<file path="config.mk">
export PLATFORM = sky130hd
export DESIGN_NAME = irq_dispatch_flat
export DESIGN_NICKNAME = d
export VERILOG_FILES = /design/src/rtl/irq_dispatch_if.sv /design/src/rtl/irq_dispatch.sv /design/src/flat_wrapper.sv
export SDC_FILE = /design/constraint.sdc
export NUM_CORES = 1
export LEC_CHECK = 0
export CAP_MARGIN = 20
export CORE_ASPECT_RATIO = 1.4
export CORE_MARGIN = 4
export CORE_UTILIZATION = 45
export DETAILED_ROUTE_END_ITERATION = 10
export PLACE_DENSITY = 0.81
export RECOVER_POWER = 100
export SLEW_MARGIN = 20
export SYNTH_ARGS = -nofsm -noshare
export SYNTH_HDL_FRONTEND = slang
export SYNTH_SLANG_ARGS = --single-unit
</file>
<file path="constraint.sdc">
create_clock -name clk -period 13.8 [get_ports clk]
set_clock_uncertainty 0.05 [all_clocks]
set_input_delay 1.38 -clock clk [delete_from_list [all_inputs] [get_ports clk]]
set_output_delay 1.38 -clock clk [all_outputs]
set_load 0.03 [all_outputs]
</file>
<file path="src/rtl/irq_dispatch_if.sv">
// Bundle of the peripheral, CSR and core-facing signals of the interrupt dispatcher.
// The slave side is the dispatcher; the master side drives sources and takes requests.
interface irq_dispatch_if #(
  parameter int NumIrq    = 8,
  parameter int PrioWidth = 3,
  parameter int IdWidth   = (NumIrq > 1) ? $clog2(NumIrq) : 1
);
  logic [NumIrq-1:0]           irq_set;
  logic [NumIrq-1:0]           irq_enable;
  logic [NumIrq*PrioWidth-1:0] irq_prio;
  logic [NumIrq-1:0]           sw_set;
  logic [NumIrq-1:0]           sw_clear;
  logic [PrioWidth-1:0]        current_prio;
  logic                        take;
  logic                        req_valid;
  logic [IdWidth-1:0]          req_id;
  logic [PrioWidth-1:0]        req_prio;
  logic [NumIrq-1:0]           irq_clear;
  logic [NumIrq-1:0]           pending;

  modport master (
    output irq_set, irq_enable, irq_prio, sw_set, sw_clear, current_prio, take,
    input  req_valid, req_id, req_prio, irq_clear, pending
  );

  modport slave (
    input  irq_set, irq_enable, irq_prio, sw_set, sw_clear, current_prio, take,
    output req_valid, req_id, req_prio, irq_clear, pending
  );
endinterface

</file>
<file path="src/rtl/irq_dispatch.sv">
// Interrupt dispatcher: edge-detects peripheral interrupt levels, latches pending bits,
// arbitrates by priority against the core's running priority and pulses irq_clear on take.
//
// state | meaning
// IDLE  | nothing eligible, req_valid low
// REQ   | request presented, re-arbitrated every cycle until take
// ACK   | one-cycle clear pulse to the taken source, req_valid low
module irq_dispatch #(
  parameter int NumIrq    = 8,
  parameter int PrioWidth = 3,
  parameter int IdWidth   = (NumIrq > 1) ? $clog2(NumIrq) : 1
) (
  input logic           clk,
  input logic           reset,
  irq_dispatch_if.slave bus
);

  typedef enum logic [1:0] {IDLE, REQ, ACK} state_e;

  state_e               state_q, state_d;
  logic [NumIrq-1:0]    irq_prev;
  logic [NumIrq-1:0]    pending_q, pending_d;
  logic [NumIrq-1:0]    irq_clear_q, irq_clear_d;
  logic [NumIrq-1:0]    take_mask;
  logic                 take_ok;
  logic                 req_valid_q, req_valid_d;
  logic [IdWidth-1:0]   req_id_q, req_id_d, win_id;
  logic [PrioWidth-1:0] req_prio_q, req_prio_d, win_prio;
  logic                 any_elig;

  // Ascending scan with strict '>' keeps the lowest index on equal priority.
  always_comb begin
    any_elig = 1'b0;
    win_id   = '0;
    win_prio = '0;
    for (int i = 0; i < NumIrq; i++) begin
      if (pending_q[i] && bus.irq_enable[i] &&
          (bus.irq_prio[i*PrioWidth +: PrioWidth] > bus.current_prio) &&
          (!any_elig || (bus.irq_prio[i*PrioWidth +: PrioWidth] > win_prio))) begin
        any_elig = 1'b1;
        win_id   = IdWidth'(i);
        win_prio = bus.irq_prio[i*PrioWidth +: PrioWidth];
      end
    end
  end

  assign take_ok   = (state_q == REQ) && bus.take;
  assign take_mask = take_ok ? (NumIrq'(1) << req_id_q) : '0;
  // Set terms are OR-ed last so a fresh event always survives a same-cycle clear.
  assign pending_d = (pending_q & ~bus.sw_clear & ~take_mask) | (bus.irq_set & ~irq_prev) | bus.sw_set;

  always_comb begin
    state_d     = state_q;
    req_valid_d = 1'b0;
    req_id_d    = '0;
    req_prio_d  = '0;
    irq_clear_d = '0;
    case (state_q)
      IDLE, ACK: begin
        if (any_elig) begin
          state_d     = REQ;
          req_valid_d = 1'b1;
          req_id_d    = win_id;
          req_prio_d  = win_prio;
        end else begin
          state_d = IDLE;
        end
      end
      REQ: begin
        if (bus.take) begin
          state_d     = ACK;
          irq_clear_d = take_mask;
        end else if (any_elig) begin
          req_valid_d = 1'b1;
          req_id_d    = win_id;
          req_prio_d  = win_prio;
        end else begin
          state_d = IDLE;
        end
      end
      default: state_d = IDLE;
    endcase
  end

  always_ff @(posedge clk) begin
    if (reset) begin
      state_q     <= IDLE;
      pending_q   <= '0;
      irq_clear_q <= '0;
      req_valid_q <= 1'b0;
      req_id_q    <= '0;
      req_prio_q  <= '0;
      // Track the live level so a source held high across reset is not seen as a new edge.
      irq_prev    <= bus.irq_set;
    end else begin
      state_q     <= state_d;
      pending_q   <= pending_d;
      irq_clear_q <= irq_clear_d;
      req_valid_q <= req_valid_d;
      req_id_q    <= req_id_d;
      req_prio_q  <= req_prio_d;
      irq_prev    <= bus.irq_set;
    end
  end

  assign bus.req_valid = req_valid_q;
  assign bus.req_id    = req_id_q;
  assign bus.req_prio  = req_prio_q;
  assign bus.irq_clear = irq_clear_q;
  assign bus.pending   = pending_q;

endmodule

</file>
<file path="src/flat_wrapper.sv">
// flat-port wrapper written by rule: the top's interface ports become plain ports
module irq_dispatch_flat 
#(
  parameter int NumIrq    = 8,
  parameter int PrioWidth = 3,
  parameter int IdWidth   = (NumIrq > 1) ? $clog2(NumIrq) : 1
)
  (clk, reset, bus_irq_set, bus_irq_enable, bus_irq_prio, bus_sw_set, bus_sw_clear, bus_current_prio, bus_take, bus_req_valid, bus_req_id, bus_req_prio, bus_irq_clear, bus_pending);
  irq_dispatch_if #(.NumIrq(NumIrq), .PrioWidth(PrioWidth), .IdWidth(IdWidth)) bus_i ();
  input logic clk;
  input logic reset;
  input wire logic [$bits(bus_i.irq_set)-1:0] bus_irq_set;
  input wire logic [$bits(bus_i.irq_enable)-1:0] bus_irq_enable;
  input wire logic [$bits(bus_i.irq_prio)-1:0] bus_irq_prio;
  input wire logic [$bits(bus_i.sw_set)-1:0] bus_sw_set;
  input wire logic [$bits(bus_i.sw_clear)-1:0] bus_sw_clear;
  input wire logic [$bits(bus_i.current_prio)-1:0] bus_current_prio;
  input wire logic [$bits(bus_i.take)-1:0] bus_take;
  output wire logic [$bits(bus_i.req_valid)-1:0] bus_req_valid;
  output wire logic [$bits(bus_i.req_id)-1:0] bus_req_id;
  output wire logic [$bits(bus_i.req_prio)-1:0] bus_req_prio;
  output wire logic [$bits(bus_i.irq_clear)-1:0] bus_irq_clear;
  output wire logic [$bits(bus_i.pending)-1:0] bus_pending;
  assign bus_i.irq_set = bus_irq_set;
  assign bus_i.irq_enable = bus_irq_enable;
  assign bus_i.irq_prio = bus_irq_prio;
  assign bus_i.sw_set = bus_sw_set;
  assign bus_i.sw_clear = bus_sw_clear;
  assign bus_i.current_prio = bus_current_prio;
  assign bus_i.take = bus_take;
  assign bus_req_valid = bus_i.req_valid;
  assign bus_req_id = bus_i.req_id;
  assign bus_req_prio = bus_i.req_prio;
  assign bus_irq_clear = bus_i.irq_clear;
  assign bus_pending = bus_i.pending;
  irq_dispatch #(.NumIrq(NumIrq), .PrioWidth(PrioWidth), .IdWidth(IdWidth)) u_core (.clk(clk), .reset(reset), .bus(bus_i));
endmodule
</file>
== Yosys cells after proc, flatten, opt, wreduce, memory -nomap -nowiden ==
Index checks and enable logic that the tools add are counted.
Word-level totals
  register bits: 33
  latch bits: 0
  RAM bits: 0
  bits in read-only memories: 0
  input bits: 62
  output and inout bits: 23
  word-level logic and storage cells: 114
  memories: 0
Operators by class
  add/sub/neg operators: 0
  multipliers: 0
  divide/modulo/power cells: 0
  magnitude comparators: 15
  eq/ne operators: 3
  shift operators: 1
  mux-type cells: 37
  bitwise gates (word level): 10
  reductions and logical operators: 41
Operator list (count)
  $mux 3: 16
  $gt 3x3->1: 15
  $and 8x8->8: 3
  $logic_and 1x1->1: 24
  $not 8->8: 3
  $or 8x8->8: 2
  $mux 1: 12
  $pmux 3 s2: 2
  $mux 2: 4
  $mux 8: 1
  $shl 1x3->8 const A: 1
  $logic_not 1->1: 7
  $logic_or 1x1->1: 7
  $pmux 2 s2: 1
  $ne 3x3->1 const B: 1
  $reduce_or 3->1: 1
  $eq 2x1->1 const B: 1
  $eq 2x2->1 const B: 1
  $logic_not 2->1: 1
  $not 1->1: 2
  $pmux 1 s2: 1
  $reduce_or 2->1: 1

== Logic depth before layout (Yosys ltp) ==
Gate-level depths: netlist (run 1).
  depth in word-level cells: 34
  mapped depth: 62
  depth with buffers taken out: 59

== Worst setup path before layout (run 1) ==
OpenSTA, ideal clock, no wires.
  path kind: input to register
  start point: input bus_current_prio[1]
  end point: register u_core.req_prio_q[0], in the netlist u_core.bus.req_prio[0]
  library setup time: 92 ps
  arrival: 11047 ps
  required time: 13658 ps
  path slack: 2610 ps
  stages on the path: 57
  path buffers: 2
  cells stage by stage: inv_1 -> ha_1 -> nor2b_4 -> o311ai_0 -> nor2_1 -> nand2_1 -> ha_1 -> nor2_1 -> a31oi_1 -> a211oi_1 -> nor2_1 -> nor2_1 -> ha_1 -> nor2b_1 -> o21ai_0 -> a32oi_1 -> o21a_1 -> o31ai_1 -> (+21 left out) -> a21oi_4 -> o21ba_2 -> and2_1 -> a21oi_1 -> ha_1 -> nor2b_1 -> o21a_1 -> o211ai_1 -> o21ai_2 -> a21o_2 -> o21ai_1 -> ha_1 -> a21o_1 -> a21oi_1 -> a311oi_1 -> nor3_1 -> inv_1 -> o32ai_1
Between the ends
  cells in the longest elaborated chain, start to end: 34
  elaborated cells on any way between the ends: 63
  classes of those cells: order compare: 15; mux: 19; reduce/logical: 29
RTL lines
  from (decl): RTL line flat_wrapper.sv:17  | input wire logic [$bits(bus_i.current_prio)-1:0] bus_current_prio;
  $gt 3x3->1: RTL line irq_dispatch.sv:38  | (bus.irq_prio[i*PrioWidth +: PrioWidth] > bus.current_prio) &&
  $logic_and 1x1->1: RTL line irq_dispatch.sv:37  | if (pending_q[i] && bus.irq_enable[i] &&
  $mux 3 / $mux 1 (equally long branches): RTL line irq_dispatch.sv:37
  $gt 3x3->1 / $logic_not 1->1 (equally long branches): RTL line irq_dispatch.sv:39  | (!any_elig || (bus.irq_prio[i*PrioWidth +: PrioWidth] > win_prio))) begin
  $logic_or 1x1->1: RTL line irq_dispatch.sv:39
  $logic_and 1x1->1: RTL line irq_dispatch.sv:38
  $mux 3 / $mux 1 (equally long branches): RTL line irq_dispatch.sv:37
  $gt 3x3->1 / $logic_not 1->1 (equally long branches): RTL line irq_dispatch.sv:39
  (+18 left out)
  $mux 3 / $mux 1 (equally long branches): RTL line irq_dispatch.sv:37
  $gt 3x3->1 / $logic_not 1->1 (equally long branches): RTL line irq_dispatch.sv:39
  $logic_or 1x1->1: RTL line irq_dispatch.sv:39
  $logic_and 1x1->1: RTL line irq_dispatch.sv:38
  $mux 3 / $mux 1 (equally long branches): RTL line irq_dispatch.sv:37
  $mux 3 *: RTL line irq_dispatch.sv:60, irq_dispatch.sv:73
  $mux 3: RTL line irq_dispatch.sv:70  | if (bus.take) begin
  $pmux 3 s2 *: RTL line irq_dispatch.sv:58  | case (state_q)
  to (signal assigned): RTL line irq_dispatch.sv:101  | req_prio_q <= req_prio_d;
  to (decl): RTL line irq_dispatch.sv:28  | logic [PrioWidth-1:0] req_prio_q, req_prio_d, win_prio;
Mark *: on every way between the ends. The rest lies on a longest branch, timed or not.
A chain may end at the register's enable or synchronous reset.

== Worst setup path in the final report (run 1) ==
Same ends and word-level chain as after synthesis.

==> results of run 1 <==
-- metrics by stage --
stage / util [%] / setup slack [ns] / instance area (sq um) / hold slack (ns) / power (mW)
finish: 65.3 / 0.930 / 3660 / 0.504 / 0.324
global route: 65.3 / 0.0220 / 3660 / 0.519 / 0.343
CTS: 65.6 / 1.01 / 3680 / 0.507 / 0.328
detailed placement: 63.1 / 0.761 / 3540 / 0.484 / 0.217
global placement: 63.1 / 1.02 / 3540 / 0.479 / 0.213
floorplan: - / 2.61 / 2630 / 0.461 / 0.173
-- synthesized netlist by cell type, types with 2 or more instances --
cell type  number
a21o_1          3
a21o_2          2
a21oi_1        27
a221oi_1        2
a22oi_1         2
a311oi_1        2
a31oi_1         5
and2_1          8
clkbuf_1        4
dfxtp_1        33
ha_1           45
inv_1          30
nand2_1        14
nand2b_1        4
nand3_1        16
nor2_1         19
nor2b_1        24
nor3_1         12
o2111ai_1       3
o211ai_1        3
o21a_1          9
o21ai_0        21
o21ai_1         3
o31ai_1         4
or3_1           2
-- power by group --
group | leakage, nW | internal [mW] | switching (mW)
clock network | 0.0687 | 0.0727 | 0.0382
registers | 0.273 | 0.101 | 0.00408
logic | 1.26 | 0.0516 | 0.0561
-- layout by cell type (no fill, tap or decap), types with 2 or more instances in the layout --
master           instances
a311oi_1                 2
o211ai_1                 3
inv_1                   30
a21o_2                   2
nand2b_1                 4
nand2_1                 14
bufinv_16                2
a21o_1                   3
a21oi_1                 27
dfxtp_1                 33
nor2b_1                 24
o31ai_1                  4
or3_1                    2
o311a_1                  2
clkdlybuf4s50_1         51
nor3_1                  12
o21ai_1                  3
dlygate4sd3_1           33
a22oi_1                  2
and2_1                   8
nand3_1                 16
a31oi_1                  5
o2111ai_1                3
ha_1                    45
clkbuf_8                 5
nor2_1                  19
o21a_1                   9
a221oi_1                 2
o21ai_0                 21
-- routing by layer --
layer / vias up / track usage, % / wire [um]
li1: 1357 / - / -
met4: 0 / 10.2 / 258
met1: 1249 / 24.4 / 2970
met3: 22 / 2.24 / 397
met5: - / 0 / 0
met2: 93 / 40.2 / 4120
-- sequential cells by signal (all words and copies together), names as in the netlist --
register              count
u_core.bus.req_valid      1
u_core.bus.req_prio       3
u_core.state_q            2
u_core.irq_prev           8
u_core.bus.pending        8
u_core.bus.irq_clear      8
u_core.bus.req_id         3
-- final timing paths --
| path | startpoint | to | depth (start not counted) |
|---|---|---|---|
| setup / recovery | bus_current_prio[1] | u_core.bus.req_prio[0] | 56 |
| hold / removal | u_core.irq_prev[6] | u_core.bus.pending[6] | 3 |
| setup reg to reg | u_core.bus.pending[0] | u_core.bus.req_prio[0] | 53 |
| hold reg to reg | u_core.irq_prev[6] | u_core.bus.pending[6] | 3 |
-- worst reg2reg max path, delay by kind of cell, from the launching register on --
kind                       cells  cell delay [ns]
AOI/OAI and AO/OA             30             5.44
adders and majority gates      7             1.93
buffers and inverters          2             0.18
DFF                            1             0.39
and+or+nand+nor               14             2.73
-- final cells by class --
cell class / instances / area (sq um)
Fill cell: 486 / 1940
Multi-Input combinational cell: 254 / 1820
Timing Repair Buffer: 85 / 848
Sequential cell: 33 / 661
Inverter: 30 / 113
Tap cell: 68 / 85.1
Clock buffer: 5 / 68.8
Clock inverter: 3 / 68.8
-- kinds of logic after synthesis --
group / count (synthesis)
and+or+nand+nor: 105
AOI/OAI and AO/OA: 104
adders and majority gates: 45
buffers and inverters: 35
DFF: 33
==> run metrics, run 1 <==
Yosys warning total 0; HPWL after DPL 6360 um; Placeable Area 5610 sq um; Post-synth EDFFs 0; Post-Syn Instances about 320; Final Instance Count excl. Fillers 478; outcome finished clean; Slew @ Worst Pin 0.605 ns; Final Setup Violations 0; antenna cell count 0; routed len/inst 16.2 um; Critical Path RT between 10 and 15 ns; Post-route DRC 0; RD Place Congestion 0.900; xor/xnor share of the synthesized area 0%; slowest cell on the critical path o31ai_1; IO Count 85; Placement Rows 32; setup TNS 0 ns; first-pass GRT wire length 12500 um; Die Span X about 73 um; Die ar. about 7200 sq um; power per standard cell area 88.4 nW/um^2; share of post-route cells with drive strength above 1 around 4.6%; post-cts resize count 0; 1st-iter DRT viols 145; complex-gate fraction of the synthesized area 27.2%; Placed Cells 470; Worst R2R Setup Slack 2.99 ns; Longest Clk Path Bufs 2; Worst Path Arrival roughly 13 ns; CTS tree yes; number of synthesized register bits 33; IO buf count 84; via/cell ratio 5.69; vias 2721; Initial Util 46.9%; Final Hold Viols 0; Clock H-tree levels 2; Worst setup SP type input pin; area leader, netlist dfxtp_1; clock sink count 33; Netlist cell types 50; CP most frequent cell ha_1; ys flop type dfxtp_1; initial antenna violation count 0; WP buf/inv 4; Final Net Count between 500 and 600; Worst path max stage delay 0.54 ns; Cell Area, Synth 2630 sq um; pin count of the biggest net entering global routing 17; register area share after synthesis about a quarter; Slew Viols, Final 0; Max IR drop VDD 54.1 uV; total track usage 21.9%; Routed Wire Length 7750 um; CTS Hold Bufs 0; Worst-Skew Late Latency 0.29 ns; GRT overflow 0; combinational family with the most area after synthesis compound AO/OA/AOI/OAI gates; CTS buffer count 5; clk root buf clkbuf_8; asr flop ratio synth 0%; top-area cell type share of the netlist area around a quarter; clock transition at the registers of the reported paths about 0.070 ns; post-CTS setup buffers 0; Worst setup EP type register; CP Class input pin to register; CP delay by family, top compound AO/OA/AOI/OAI gates; period utilization 93.3%; simple-gate share of the synthesized area a little over a fifth; Die H 98.5 um; Mapped Nets around 430; Leakage 1.60 nW; RSZ-0062 raised after global routing no; Max FO, Critical Path 12; f_max 77.7 MHz; remaining antenna violation count after routing 0; Syn-to-layout area delta 39.1%; Hold/Removal Path Class register to register; min Tclk post-route 12.87 ns; max_cap viols 0; main area contributors after synthesis dfxtp_1, ha_1, nor2b_1; Slew HR 59.2%; adder-cell area share of the yosys netlist a little over a fifth; post-synthesis mux area share 0%; number of global-route vias before repair 2700; Synth Area per Inst 8.17 sq um; Initial DRT Pass Iterations 4
Note: power is estimated with default switching activity, not from simulation.
==> inputs of run 2 (changes only) <==
- CORE_UTILIZATION: 45 -> 35
- CTS_BUF_LIST: not set -> sky130_fd_sc_hd__clkbuf_16
- PLACE_DENSITY: 0.81 -> 0.66
==> run 2 against run 1 <==
- combinational power about the same
- register-to-register slack better by 0.19 ns
- non-clock buffer count did not move
- fmax is 1.3% higher
- critical path type unchanged
- largest cell class unchanged
==> run metrics, run 2 (synthesized netlist as in run 1, its figures left out) <==
outcome finished clean; Initial DRT Pass Iterations 4; Placement Rows 37; f_max 78.7 MHz; CTS tree yes; antenna cell count 0; Worst path max stage delay 0.45 ns; DP Worst Slack 0.756 ns; 1st-iter DRT viols 139; Max FO, Critical Path 12; Leakage ~1.6 nW; Final Instance Count excl. Fillers ~510; Hold/Removal Path Class register to register; Worst-Skew Late Latency between 0.2 and 0.3 ns; period utilization between 90 and 100%; Hold Path Origin u_core.irq_prev[6]; Initial Util 35.7%; routed len/inst 15.7 um; Routed Wire Length between 7000 and 8000 um; CP Class input pin to register; clock sink count 33; Total Power approximately 320 uW; Final Net Count 516; clock transition at the registers of the reported paths 0.05 ns; Slew Viols, Final 0; CP most frequent cell ha_1; Placed Cells 499; setup ws final 1.09 ns; Die ar. 8990 sq um; R2R cell count 53; Die H 111 um; critical path startpoint bus_current_prio[1]; commonest non-fill, non-tap cell in the layout clkdlybuf4s50_1; Post-route DRC 0; GRT overflow 0; Longest Clk Path Bufs 2; Max IR drop VDD around 51 uV; Syn-to-layout area delta 40.8%; min Tclk post-route 12.71 ns; commonest cells after routing, fill and taps aside clkdlybuf4s50_1, ha_1, dlygate4sd3_1, dfxtp_1, inv_1; Worst setup EP type register; Slew @ Worst Pin 0.572 ns; initial antenna violation count 0; number of global-route vias before repair 2762; pin count of the biggest net entering global routing 17; Die Span X slightly above 80 um; IO Count 85; dpl cell area 3570 sq um; Placeable Area about 7400 sq um; Worst Path Arrival about 13 ns; Layout Utilization 50.3%; slowest cell on the critical path o311ai_1; Worst setup SP type input pin; Clock H-tree levels 2; Worst Hold Depth 3; CTS buffer count 5; vias 2672; final instance area 3710 sq um; RD Place Congestion 0.924; RSZ-0062 raised after global routing no; via/cell ratio 5.27; total track usage 18.2%; power per standard cell area 86.2 nW/um^2; remaining antenna violation count after routing 0; CTS Hold Bufs 0; Critical Path RT between 10 and 15 ns; HPWL after DPL 6680 um; Final Setup Violations 0; Slew HR 61.6%; clk root buf clkbuf_16; first-pass GRT wire length 13000 um; max_cap viols 0; share of post-route cells with drive strength above 1 4.63%; WHS between 0.4 and 0.5 ns; IO buf count 84; Final Hold Viols 0; setup TNS 0 ns; Reg2Reg Launch Point u_core.bus.pending[0]
-- run 2: changes by cell type in the layout (fill, tap and decap cells not counted), moves of 2 or more --
cell,change
clkbuf_16,+5
clkbuf_8,-5
bufinv_16,-2
clkinv_2,+2
-- run 2: worst max-delay path, delay by kind of cell --
kind / cells / cell delay (ns)
AO/OA/AOI/OAI: 30 / 5.55
adder cells (fa/ha/maj): 8 / 2.22
buffers and inverters: 4 / 0.89
AND/OR/NAND/NOR: 14 / 2.75
-- run 2: path summary, 6_finish.rpt --
| kind | end | slack (ns) |
|---|---|---|
| setup reg to reg | u_core.bus.req_prio[0] | 3.18 |
| setup / recovery | u_core.bus.req_prio[0] | 1.09 |
| hold / removal | u_core.bus.pending[6] | 0.50 |
| hold reg to reg | u_core.bus.pending[6] | 0.50 |
-- run 2: layout make-up --
type                       instances  area, sq um
inverter                          30          113
timing repair buffer              85          848
clock buffer                       5          125
tap                               97          121
clock inverter                     3         17.5
multi-input combinational        254         1820
sequential                        33          661
fill                             709         3650
-- run 2: report_power, final --
part,internal (mW),total [mW],switching (mW)
Clock,0.0660,0.106,0.0396
Combinational,0.0516,0.109,0.0569
Sequential,0.101,0.105,0.00407
-- run 2: repair_timing --
action                                 in CTS  in global routing
resized for setup                           0                  1
setup endpoints to repair                   0                  3
endpoints found under the hold margin       0                  0
setup buffers                               0                  0
-- run 2: layer usage --
metal / GRT usage, % / vias up / part of all wire, %
li1: - / 1355 / -
met1: 20.0 / 1247 / 40
met2: 34.8 / 62 / 56
met3: 2.20 / 8 / 3.4
met4: 4.96 / 0 / 1.4
met5: 0 / - / 0
==> inputs of run 3 (changes only) <==
- CORE_UTILIZATION: 35 -> 47
- PLACE_DENSITY: 0.66 -> 0.84
==> run 3 against run 2 <==
- flip-flop and latch count is the same
- fmax is 0.93% lower
- worst setup slack lost 0.12 ns
- sequential share of layout area is 0.18 points higher
- sequential power barely moved
- count of clock-buffer cells in the layout did not move
- largest power group unchanged
==> run metrics, run 3 (synthesized netlist as in run 1, its figures left out) <==
share of post-route cells with drive strength above 1 about 4.6%; CTS buffer count 5; Final Net Count 515; Initial Util 48.0%; RSZ-0062 raised after global routing no; setup ws final 0.974 ns; remaining antenna violation count after routing 0; Worst-Skew Late Latency 0.27 ns; via/cell ratio 5.63; Critical Path RT ~14 ns; CTS Hold Bufs 0; Leakage 1.60 nW; post-cts resize count 0; Worst path max stage delay 0.56 ns; Total Power 318 uW; min Tclk post-route 12.83 ns; routed len/inst ~16 um; Die Span X 71.2 um; Final Hold Viols 0; Routed Wire Length between 7000 and 8000 um; Die ar. 6880 sq um; vias ~2700; R2R cell count just over 50; HPWL after DPL roughly 6200 um; initial antenna violation count 0; Slew Viols, Final 0; clock transition at the registers of the reported paths 0.05 ns; clk root buf clkbuf_16; Max IR drop VDD 91.4 uV; GRT overflow 0; CTS tree yes; Hold/Removal Path Class register to register; Worst Path Arrival 12.95 ns; pin count of the biggest net entering global routing 17; Slew @ Worst Pin 0.661 ns; Final Setup Violations 0; Die H 96.5 um; commonest non-fill, non-tap cell in the layout clkdlybuf4s50_1; # fillers ~500; Worst setup SP type input pin; first-pass GRT wire length 12200 um; power per standard cell area 86.6 nW/um^2; Clock H-tree levels 2; Worst Hold Depth 3; slowest cell on the critical path o311ai_0; CP Class input pin to register; setup TNS 0 ns; Longest Clk Path Bufs 2; antenna cell count 0; IO buf count 84; post-CTS setup buffers 0; f_max 78.0 MHz; max_cap viols 0; Worst setup EP type register; CP most frequent cell ha_1; Slew HR 55.4%; outcome finished clean; Post-route DRC 0; period utilization around 93%; clock sink count 33; commonest cells after routing, fill and taps aside clkdlybuf4s50_1, ha_1, dlygate4sd3_1, dfxtp_1, inv_1; Placeable Area 5490 sq um; RD Place Congestion 0.911; Placement Rows 32; total track usage 22.1%; IO Count between 80 and 90; 1st-iter DRT viols 101; Max FO, Critical Path 12; number of global-route vias before repair 2706; Initial DRT Pass Iterations 4; Syn-to-layout area delta 39.5%; DP Worst Slack 0.870 ns
-- run 3: changes by cell type in the layout (fill, tap and decap cells not counted) --
cell,previous run,this run
and2_1,7,8
and2_0,1,0
nor2b_1,25,24
o311ai_0,0,1
nor2b_4,0,1
o311ai_1,1,0
buf_4,1,0
-- run 3: per-layer routing --
metal  track usage [%]  share of wire, %  vias up
met5                 0                 0        -
met2              41.7                54       75
met4              11.0               3.6        0
li1                  -                 -     1354
met3              3.00               4.9       22
met1              23.7                38     1233
-- run 3: critical path: cells and delay by family --
family	cells	cell delay, ns
fa+ha+maj	8	2.26
buf+inv	3	0.75
simple gates	16	2.93
compound gates	29	5.60
-- run 3: final timing paths --
kind                                                to             startpoint  slack, ns
worst max-delay path            u_core.bus.req_prio[0]    bus_current_prio[1]       0.97
worst min-delay path             u_core.bus.pending[3]     u_core.irq_prev[3]       0.49
worst max register to register  u_core.bus.req_prio[0]  u_core.bus.pending[0]       3.06
worst min register to register   u_core.bus.pending[3]     u_core.irq_prev[3]       0.49
-- run 3: stage by stage --
step / cells / util [%] / hold WS, ns / cell area [sq um]
after floorplan: 322 / - / 0.461 / 2630
after global placement: 469 / 64.4 / 0.476 / 3530
after detailed placement: 469 / 64.4 / 0.488 / 3530
after CTS: 477 / 67.0 / 0.500 / 3670
after global routing: 477 / 66.9 / 0.524 / 3670
final: 477 / 66.9 / 0.495 / 3670
-- run 3: layout make-up --
class	count	area [sq um]	share of cell area, %
clock buffer	5	125	3.41
clock inverter	3	17.5	0.477
inverter	30	113	3.07
multi-input combinational	254	1830	49.8
sequential	33	661	18.0
tap	68	85.1	2.32
timing repair buffer	84	841	22.9
-- run 3: report_power, final --
| group | internal [mW] | switching, mW | leakage (nW) |
|---|---|---|---|
| combinational | 0.0519 | 0.0563 | 1.25 |
| sequential | 0.101 | 0.00389 | 0.273 |
| clock | 0.0659 | 0.0386 | 0.0696 |
| total | 0.219 | 0.0988 | 1.60 |
